File: config.mk
export PLATFORM = sky130hd
export DESIGN_NAME = bp_fe_cmd_gen
export DESIGN_NICKNAME = d
export VERILOG_FILES = /design/src/rtl/bp_fe_pkg.sv /design/src/rtl/bp_fe_sat_counter.sv /design/src/rtl/bp_fe_cmd_gen.sv
export SDC_FILE = /design/constraint.sdc
export NUM_CORES = 1
export LEC_CHECK = 0
export CAP_MARGIN = 10
export CORE_AREA = 4 4 150 152
export CTS_BUF_LIST = sky130_fd_sc_hd__clkbuf_8
export CTS_CLUSTER_DIAMETER = 120
export DETAILED_ROUTE_END_ITERATION = 8
export DIE_AREA = 0 0 154 156
export PLACE_DENSITY = 0.68
export SLEW_MARGIN = 30
export SYNTH_ARGS = -nofsm -noshare
export SYNTH_HDL_FRONTEND = slang
export SYNTH_SLANG_ARGS = --single-unit
File: constraint.sdc
create_clock -name clk_i -period 3.4 [get_ports clk_i]
set_input_delay 0.68 -clock clk_i [delete_from_list [all_inputs] [get_ports clk_i]]
set_output_delay 0.68 -clock clk_i [all_outputs]
set_load 0.005 [all_outputs]
File: src/rtl/bp_fe_pkg.sv
// Shared types for the front-end command generator: fetch-queue entry, PC-gen command,
// message type and FSM state encodings.
package bp_fe_pkg;

    localparam int VADDR_W = 39;
    localparam int INSTR_W = 32;
    localparam int META_W  = 36;

    localparam logic [VADDR_W-1:0] FIRST_PC = 39'h00_8000_0000;

    typedef enum logic [1:0] {
        FE_MSG_INSTR     = 2'd0,
        FE_MSG_EXCEPTION = 2'd1
    } bp_fe_msg_type_e;

    typedef enum logic [1:0] {
        ST_RUN      = 2'd0,
        ST_REDIRECT = 2'd1,
        ST_FLUSH    = 2'd2
    } bp_fe_state_e;

    typedef struct packed {
        bp_fe_msg_type_e     msg_type;
        logic [VADDR_W-1:0]  pc;
        logic [INSTR_W-1:0]  instr;
        logic [META_W-1:0]   branch_metadata_fwd;
    } bp_fe_queue_s;

    typedef struct packed {
        logic [VADDR_W-1:0]  pc;
        logic [META_W-1:0]   branch_metadata_fwd;
        logic                pc_redirect_valid;
        logic                attaboy_valid;
    } bp_fe_pc_gen_cmd_s;

    // Builds a command from a resolution; redirect and attaboy are mutually exclusive.
    function automatic bp_fe_pc_gen_cmd_s make_cmd(input logic [VADDR_W-1:0] pc,
                                                   input logic [META_W-1:0]  meta,
                                                   input logic               redirect);
        bp_fe_pc_gen_cmd_s c;
        c.pc                  = pc;
        c.branch_metadata_fwd = meta;
        c.pc_redirect_valid   = redirect;
        c.attaboy_valid       = ~redirect;
        return c;
    endfunction

endpackage

File: src/rtl/bp_fe_sat_counter.sv
// Saturating up-counter with asynchronous active-low clear; holds at all-ones.
module bp_fe_sat_counter #(
    parameter int WIDTH = 16
) (
    input  logic             i_clk,
    input  logic             i_rst_n,
    input  logic             i_inc,
    output logic [WIDTH-1:0] o_cnt
);

    logic [WIDTH-1:0] r_cnt;
    logic             w_sat;

    assign w_sat = &r_cnt;

    always_ff @(posedge i_clk or negedge i_rst_n) begin
        if (!i_rst_n) begin
            r_cnt <= '0;
        end else if (i_inc && !w_sat) begin
            r_cnt <= r_cnt + WIDTH'(1);
        end
    end

    assign o_cnt = r_cnt;

endmodule

File: src/rtl/bp_fe_cmd_gen.sv
// Front-end command generator: forwards fetch entries, turns resolutions into PC-gen
// commands and drops wrong-path entries after a redirect. Define BP_FE_CMD_GEN_ATTABOY_EN
// to also emit attaboy commands on correct predictions.
module bp_fe_cmd_gen
    import bp_fe_pkg::*;
#(
    parameter int                     vaddr_width_p               = 39,
    parameter int                     instr_width_p               = 32,
    parameter int                     branch_metadata_fwd_width_p = 36,
    parameter logic [VADDR_W-1:0]     bp_first_pc_p               = FIRST_PC
) (
    input  logic                                   clk_i,
    input  logic                                   reset_i,

    input  bp_fe_queue_s                           fe_queue_i,
    input  logic                                   fe_queue_v_i,
    output logic                                   fe_queue_ready_o,

    output bp_fe_queue_s                           issue_o,
    output logic                                   issue_v_o,
    input  logic                                   issue_ready_i,

    input  logic                                   res_v_i,
    output logic                                   res_ready_o,
    input  logic                                   res_mispredict_i,
    input  logic [vaddr_width_p-1:0]               res_npc_i,
    input  logic [branch_metadata_fwd_width_p-1:0] res_metadata_i,

    output bp_fe_pc_gen_cmd_s                      fe_cmd_o,
    output logic                                   fe_cmd_v_o,
    input  logic                                   fe_cmd_ready_i,

    output logic [15:0]                            drop_cnt_o
);

    // The packed structs are sized by the package; reject mismatched overrides.
    if (vaddr_width_p != VADDR_W || instr_width_p != INSTR_W
        || branch_metadata_fwd_width_p != META_W) begin : g_width_check
        $error("bp_fe_cmd_gen: parameter widths must match bp_fe_pkg");
    end

`ifdef BP_FE_CMD_GEN_ATTABOY_EN
    localparam logic ATTABOY_EN = 1'b1;
`else
    localparam logic ATTABOY_EN = 1'b0;
`endif

    bp_fe_state_e       r_state;
    logic [VADDR_W-1:0] r_expected_pc;
    bp_fe_pc_gen_cmd_s  r_cmd;
    logic               r_cmd_v;

    logic w_match;
    logic w_res_acc;
    logic w_cmd_load;
    logic w_cmd_hs;
    logic w_issue_hs;
    logic w_drop;

    assign w_match    = (fe_queue_i.pc == r_expected_pc);
    assign w_res_acc  = res_v_i & res_ready_o;
    assign w_cmd_load = w_res_acc & (res_mispredict_i | ATTABOY_EN);
    assign w_cmd_hs   = r_cmd_v & fe_cmd_ready_i;
    assign w_issue_hs = issue_v_o & issue_ready_i;

    always_comb begin
        issue_o          = fe_queue_i;
        issue_v_o        = 1'b0;
        fe_queue_ready_o = 1'b1;
        res_ready_o      = 1'b0;
        w_drop           = 1'b0;
        unique case (r_state)
            ST_RUN: begin
                issue_v_o        = fe_queue_v_i;
                fe_queue_ready_o = issue_ready_i;
                res_ready_o      = ~r_cmd_v | fe_cmd_ready_i;
            end
            ST_REDIRECT: begin
                w_drop = fe_queue_v_i;
            end
            ST_FLUSH: begin
                if (w_match) begin
                    issue_v_o        = fe_queue_v_i;
                    fe_queue_ready_o = issue_ready_i;
                end else begin
                    w_drop = fe_queue_v_i;
                end
            end
            default: begin
                w_drop = fe_queue_v_i;
            end
        endcase
    end

    // A new command may only load when the register is empty or draining this cycle,
    // so fe_cmd_o is stable for as long as fe_cmd_v_o waits on the front end.
    always_ff @(posedge clk_i or negedge reset_i) begin
        if (!reset_i) begin
            r_state       <= ST_FLUSH;
            r_expected_pc <= bp_first_pc_p;
            r_cmd         <= '0;
            r_cmd_v       <= 1'b0;
        end else begin
            if (w_cmd_load) begin
                r_cmd   <= make_cmd(res_npc_i, res_metadata_i, res_mispredict_i);
                r_cmd_v <= 1'b1;
            end else if (w_cmd_hs) begin
                r_cmd_v <= 1'b0;
            end

            unique case (r_state)
                ST_RUN: begin
                    if (w_res_acc && res_mispredict_i) begin
                        r_expected_pc <= res_npc_i;
                        r_state       <= ST_REDIRECT;
                    end
                end
                ST_REDIRECT: begin
                    if (w_cmd_hs) begin
                        r_state <= ST_FLUSH;
                    end
                end
                ST_FLUSH: begin
                    if (w_issue_hs) begin
                        r_state <= ST_RUN;
                    end
                end
                default: begin
                    r_state <= ST_FLUSH;
                end
            endcase
        end
    end

    assign fe_cmd_o   = r_cmd;
    assign fe_cmd_v_o = r_cmd_v;

    bp_fe_sat_counter #(
        .WIDTH (16)
    ) u_drop_cnt (
        .i_clk   (clk_i),
        .i_rst_n (reset_i),
        .i_inc   (w_drop),
        .o_cnt   (drop_cnt_o)
    );

endmodule

==> results of run 1 <==
-- per-layer routing --
metal  up-vias  GRT usage  part of all wire
met5         -          0                 0
met4         0     0.0509             0.018
met3        25     0.0541             0.072
met2       183      0.231              0.48
met1      2287      0.178              0.42
li1       2351          -                 -
-- worst min path at each step --
stage,startpoint,to,slack (ns)
2_1_floorplan,reset_i,fe_cmd_o[0],0.38
3_3_place_gp,fe_cmd_o[1],fe_cmd_o[1],0.45
3_5_place_dp,fe_cmd_o[1],fe_cmd_o[1],0.46
4_1_cts,reset_i,fe_cmd_o[56],0.22
5_1_grt,reset_i,fe_cmd_o[56],0.23
6_report,reset_i,fe_cmd_o[56],0.22
-- flip-flops by register name, indices dropped and copies added, names as in the netlist --
| register | flops |
|---|---|
| fe_cmd_v_o | 1 |
| r_expected_pc | 39 |
| r_state | 2 |
| u_drop_cnt.o_cnt | 16 |
| fe_cmd_o | 77 |
-- layout by cell type, fill, tap and decap left out, types with 2 or more instances in the layout --
| cell type | synthesis | final |
|---|---|---|
| buf_12 | 0 | 4 |
| nand3_1 | 6 | 5 |
| nor4_2 | 0 | 4 |
| nand2_1 | 312 | 312 |
| clkdlybuf4s50_1 | 0 | 230 |
| nor3_1 | 8 | 8 |
| inv_1 | 3 | 4 |
| xnor2_1 | 5 | 5 |
| buf_4 | 109 | 10 |
| dfrtp_1 | 133 | 133 |
| nand4_1 | 5 | 5 |
| dfstp_2 | 2 | 2 |
| clkinv_4 | 0 | 2 |
| a31oi_1 | 2 | 2 |
| bufinv_16 | 0 | 5 |
| xor2_1 | 49 | 46 |
| nor4_1 | 11 | 7 |
| nor2_2 | 2 | 2 |
| inv_6 | 0 | 2 |
| clkbuf_8 | 0 | 18 |
| xor2_2 | 0 | 3 |
| nor2_1 | 7 | 7 |
| dlygate4sd2_1 | 0 | 22 |
-- logic make-up after synthesis --
kind of cell / share of synthesized area
AOI/OAI and AO/OA: 0.00654
xor gates and xnor gates: 0.0749
adders and majority gates: 0.00198
buffers and inverters: 0.147
DFF: 0.535
muxes: 0.00178
and+or+nand+nor: 0.232
-- layout make-up --
type | instances | area, µm² | share of cell area
flip-flops and latches | 135 | 3380 | 0.378
repair buffers | 270 | 2680 | 0.300
multi-input cells | 423 | 2070 | 0.231
well taps | 275 | 344 | 0.0385
clock buffers | 18 | 248 | 0.0277
clock inverters | 12 | 201 | 0.0225
inverters | 3 | 11.3 | 0.00126
-- stage by stage --
stage | hold WS, ns | setup TNS [ns] | power [W]
finish | 0.222 | 0 | 0.00674
global route | 0.230 | 0 | 0.00724
CTS | 0.221 | 0 | 0.00687
detailed placement | 0.455 | -0.837 | 0.00527
global placement | 0.450 | -0.874 | 0.00520
floorplan | 0.384 | 0 | 0.00377
-- power breakdown --
part	internal [W]	total (W)	switching, W
sequential	0.00229	0.00273	0.000442
clock	0.000888	0.00153	0.000641
combinational	0.00141	0.00248	0.00107
-- what timing repair did --
action                                  4_1_cts  5_1_grt
pin swaps                                    11        5
cloned                                        0        0
endpoints found under the hold margin         0        0
gates resized for setup                      32        5
setup buffers                                 1        0
endpoints found under the setup margin        2        2
==> flow_summary_export.csv, run 1 <==
group,metric,value,unit
synthesis,synth_area_leaders,"dfrtp_1, nand2_1, buf_4, xor2_1, nor4_1",
worst_setup_path,crit_arrival,2.58,ns
synthesis,synth_top_area_frac,0.527,
place,post-dp-hpwl,13.0,mm
worst_setup_path,path_buf_inv,4,
floorplan,die_w,154,µm
worst_setup_path,cp_top_family,"simple AND/OR/NAND/NOR gates",
routing,wire_per_inst,15.5,µm
global_route,grt_pass1_wl,27.1,mm
sta,period_share,0.958,
sta,worst_slew_pin_slew,0.603,ns
synthesis,synth_ff_type,"dfrtp_1",
floorplan,rows,53,
worst_setup_path,cp_cell_sequence,"dlygate4sd2_1 > xor2_2 > nor4_2 > buf_4 > nand4_1 > nor4_4 > nor2_2 > buf_4 > nor2_1 > buf_2",
outcome,outcome,"complete, no violations",
final_layout,layoutNonFillerInstCount,1136,
final_layout,final_nets,1042,
synthesis,synth_seq_area_share,0.535,
power,power_density,755,nW/µm²
floorplan,core_area,21000,µm²
place,dp_slack,-0.444,ns
final_layout,antenna_cells,0,
cts,cts_tree,"done",
sta,max_freq,307,MHz
worst_setup_path,startpoint,"fe_queue_i[68]",
synthesis,synth.most_common_cell,"nand2_1",
place,dp_cells,1105,
worst_setup_path,cpPeakStageDelay,0.38,ns
routing,ant_nets,0,
worst_setup_path,cp_common_cell,"buf_4",
floorplan,io_pins,397,
synthesis,netlist_instances,693,
synthesis,synth_edf_count,0,
worst_setup_path,rr_worst_depth,8,
global_route,antenna_found_initial,0,
cts,clock_path_buffers,2,
worst_setup_path,critical_path_depth,10,
routing,first_iter_violations,235,
global_route,first_global_vias,4948,
place,io_buffers,256,
cts,cts.reportedPaths.clkPinSlew,0.08,ns
synthesis,async_flop_share,1.00,
worst_setup_path,endpoint,"issue_v_o",
synthesis,netlist_top_cells_count,"nand2_1, dfrtp_1, buf_4",
worst_setup_path,worstPathRequired,2.72,ns
job,cap_violations,0,
synthesis,synth_warnings,0,
worst_setup_path,r2r_start,"r_expected_pc[0]",
final_layout,n_fill_cell,2049,
cts,insertion_delay,0.44,ns
sta,rsz0062_at_grt,"no",
routing,drcViolationCount,0,
worst_setup_path,critPathKind,"primary input to output port",
worst_setup_path,cp-start-kind,"primary input",
final_layout,drive_gt1_frac,0.0732,
routing,vias,4846,
floorplan,die_area,24000,µm²
power,power_leakage,4.40,nW
synthesis,postSynthAreaPerCell,9.11,µm²
cts,cts.sinks,135,
floorplan,die_height,156,µm
worst_setup_path,crit_path_max_fanout,2,
power,peakVddDrop,0.337,mV
synthesis,yosysTopAreaCell,"dfrtp_1",
cts,cts_buffers,17,
sta,relSlewSlack,0.598,
place,placed_area,8470,µm²
synthesis,syn_area,6310,µm²
synthesis,syn_nets,885,
cts,ctsHoldBuffers,0,
sta,worst_slack,0.143,ns
sta,finalCriticalPeriod,3.26,ns
sta,fin_skew,0.0155,ns
routing,wirelength,17.6,mm
floorplan,start_util,0.300,
synthesis,netlist-cell-type-count,33,
worst_setup_path,endpoint_kind,"output port",
worst_setup_path,slowest_stage,"nor4_4",
sta,finalMaxSlewViolations,0,
place,gp_congestion,0.807,
global_route,grt_remaining_overflow,0,
cts,htreeDepth,4,
routing,route.detailed.vias_per_inst,4.27,
sta,hold_viol_final,0,
final_layout,fin_area,8940,µm²
worst_hold_path,hp-class,"primary input to async pin",
routing,drt_pass1_iterations,5,
synthesis,ys_ff_latch,135,
global_route,grt.total_usage,0.144,
final_layout,finalCoreUtilization,0.425,
sta,setup_viol,0,
final_layout,area_growth,41.5,%
cts,cts-root-buf,"clkbuf_8",
global_route,grt_max_degree,117,
worst_setup_path,r2r-end,"u_drop_cnt.o_cnt[1]",
worst_setup_path,r2r_slack,0.95,ns
(Power assumes the default switching activity.)
==> inputs of run 2 (changes only) <==
--- a/config.mk
+++ b/config.mk
@@ -11,6 +11,7 @@
 export CTS_CLUSTER_DIAMETER = 120
 export DETAILED_ROUTE_END_ITERATION = 8
 export DIE_AREA = 0 0 154 156
+export HOLD_SLACK_MARGIN = 0.06
 export PLACE_DENSITY = 0.68
 export SLEW_MARGIN = 30
 export SYNTH_ARGS = -nofsm -noshare
==> results of run 2 <==
No change in the layout: final DEF, timing and power equal those of run 1.
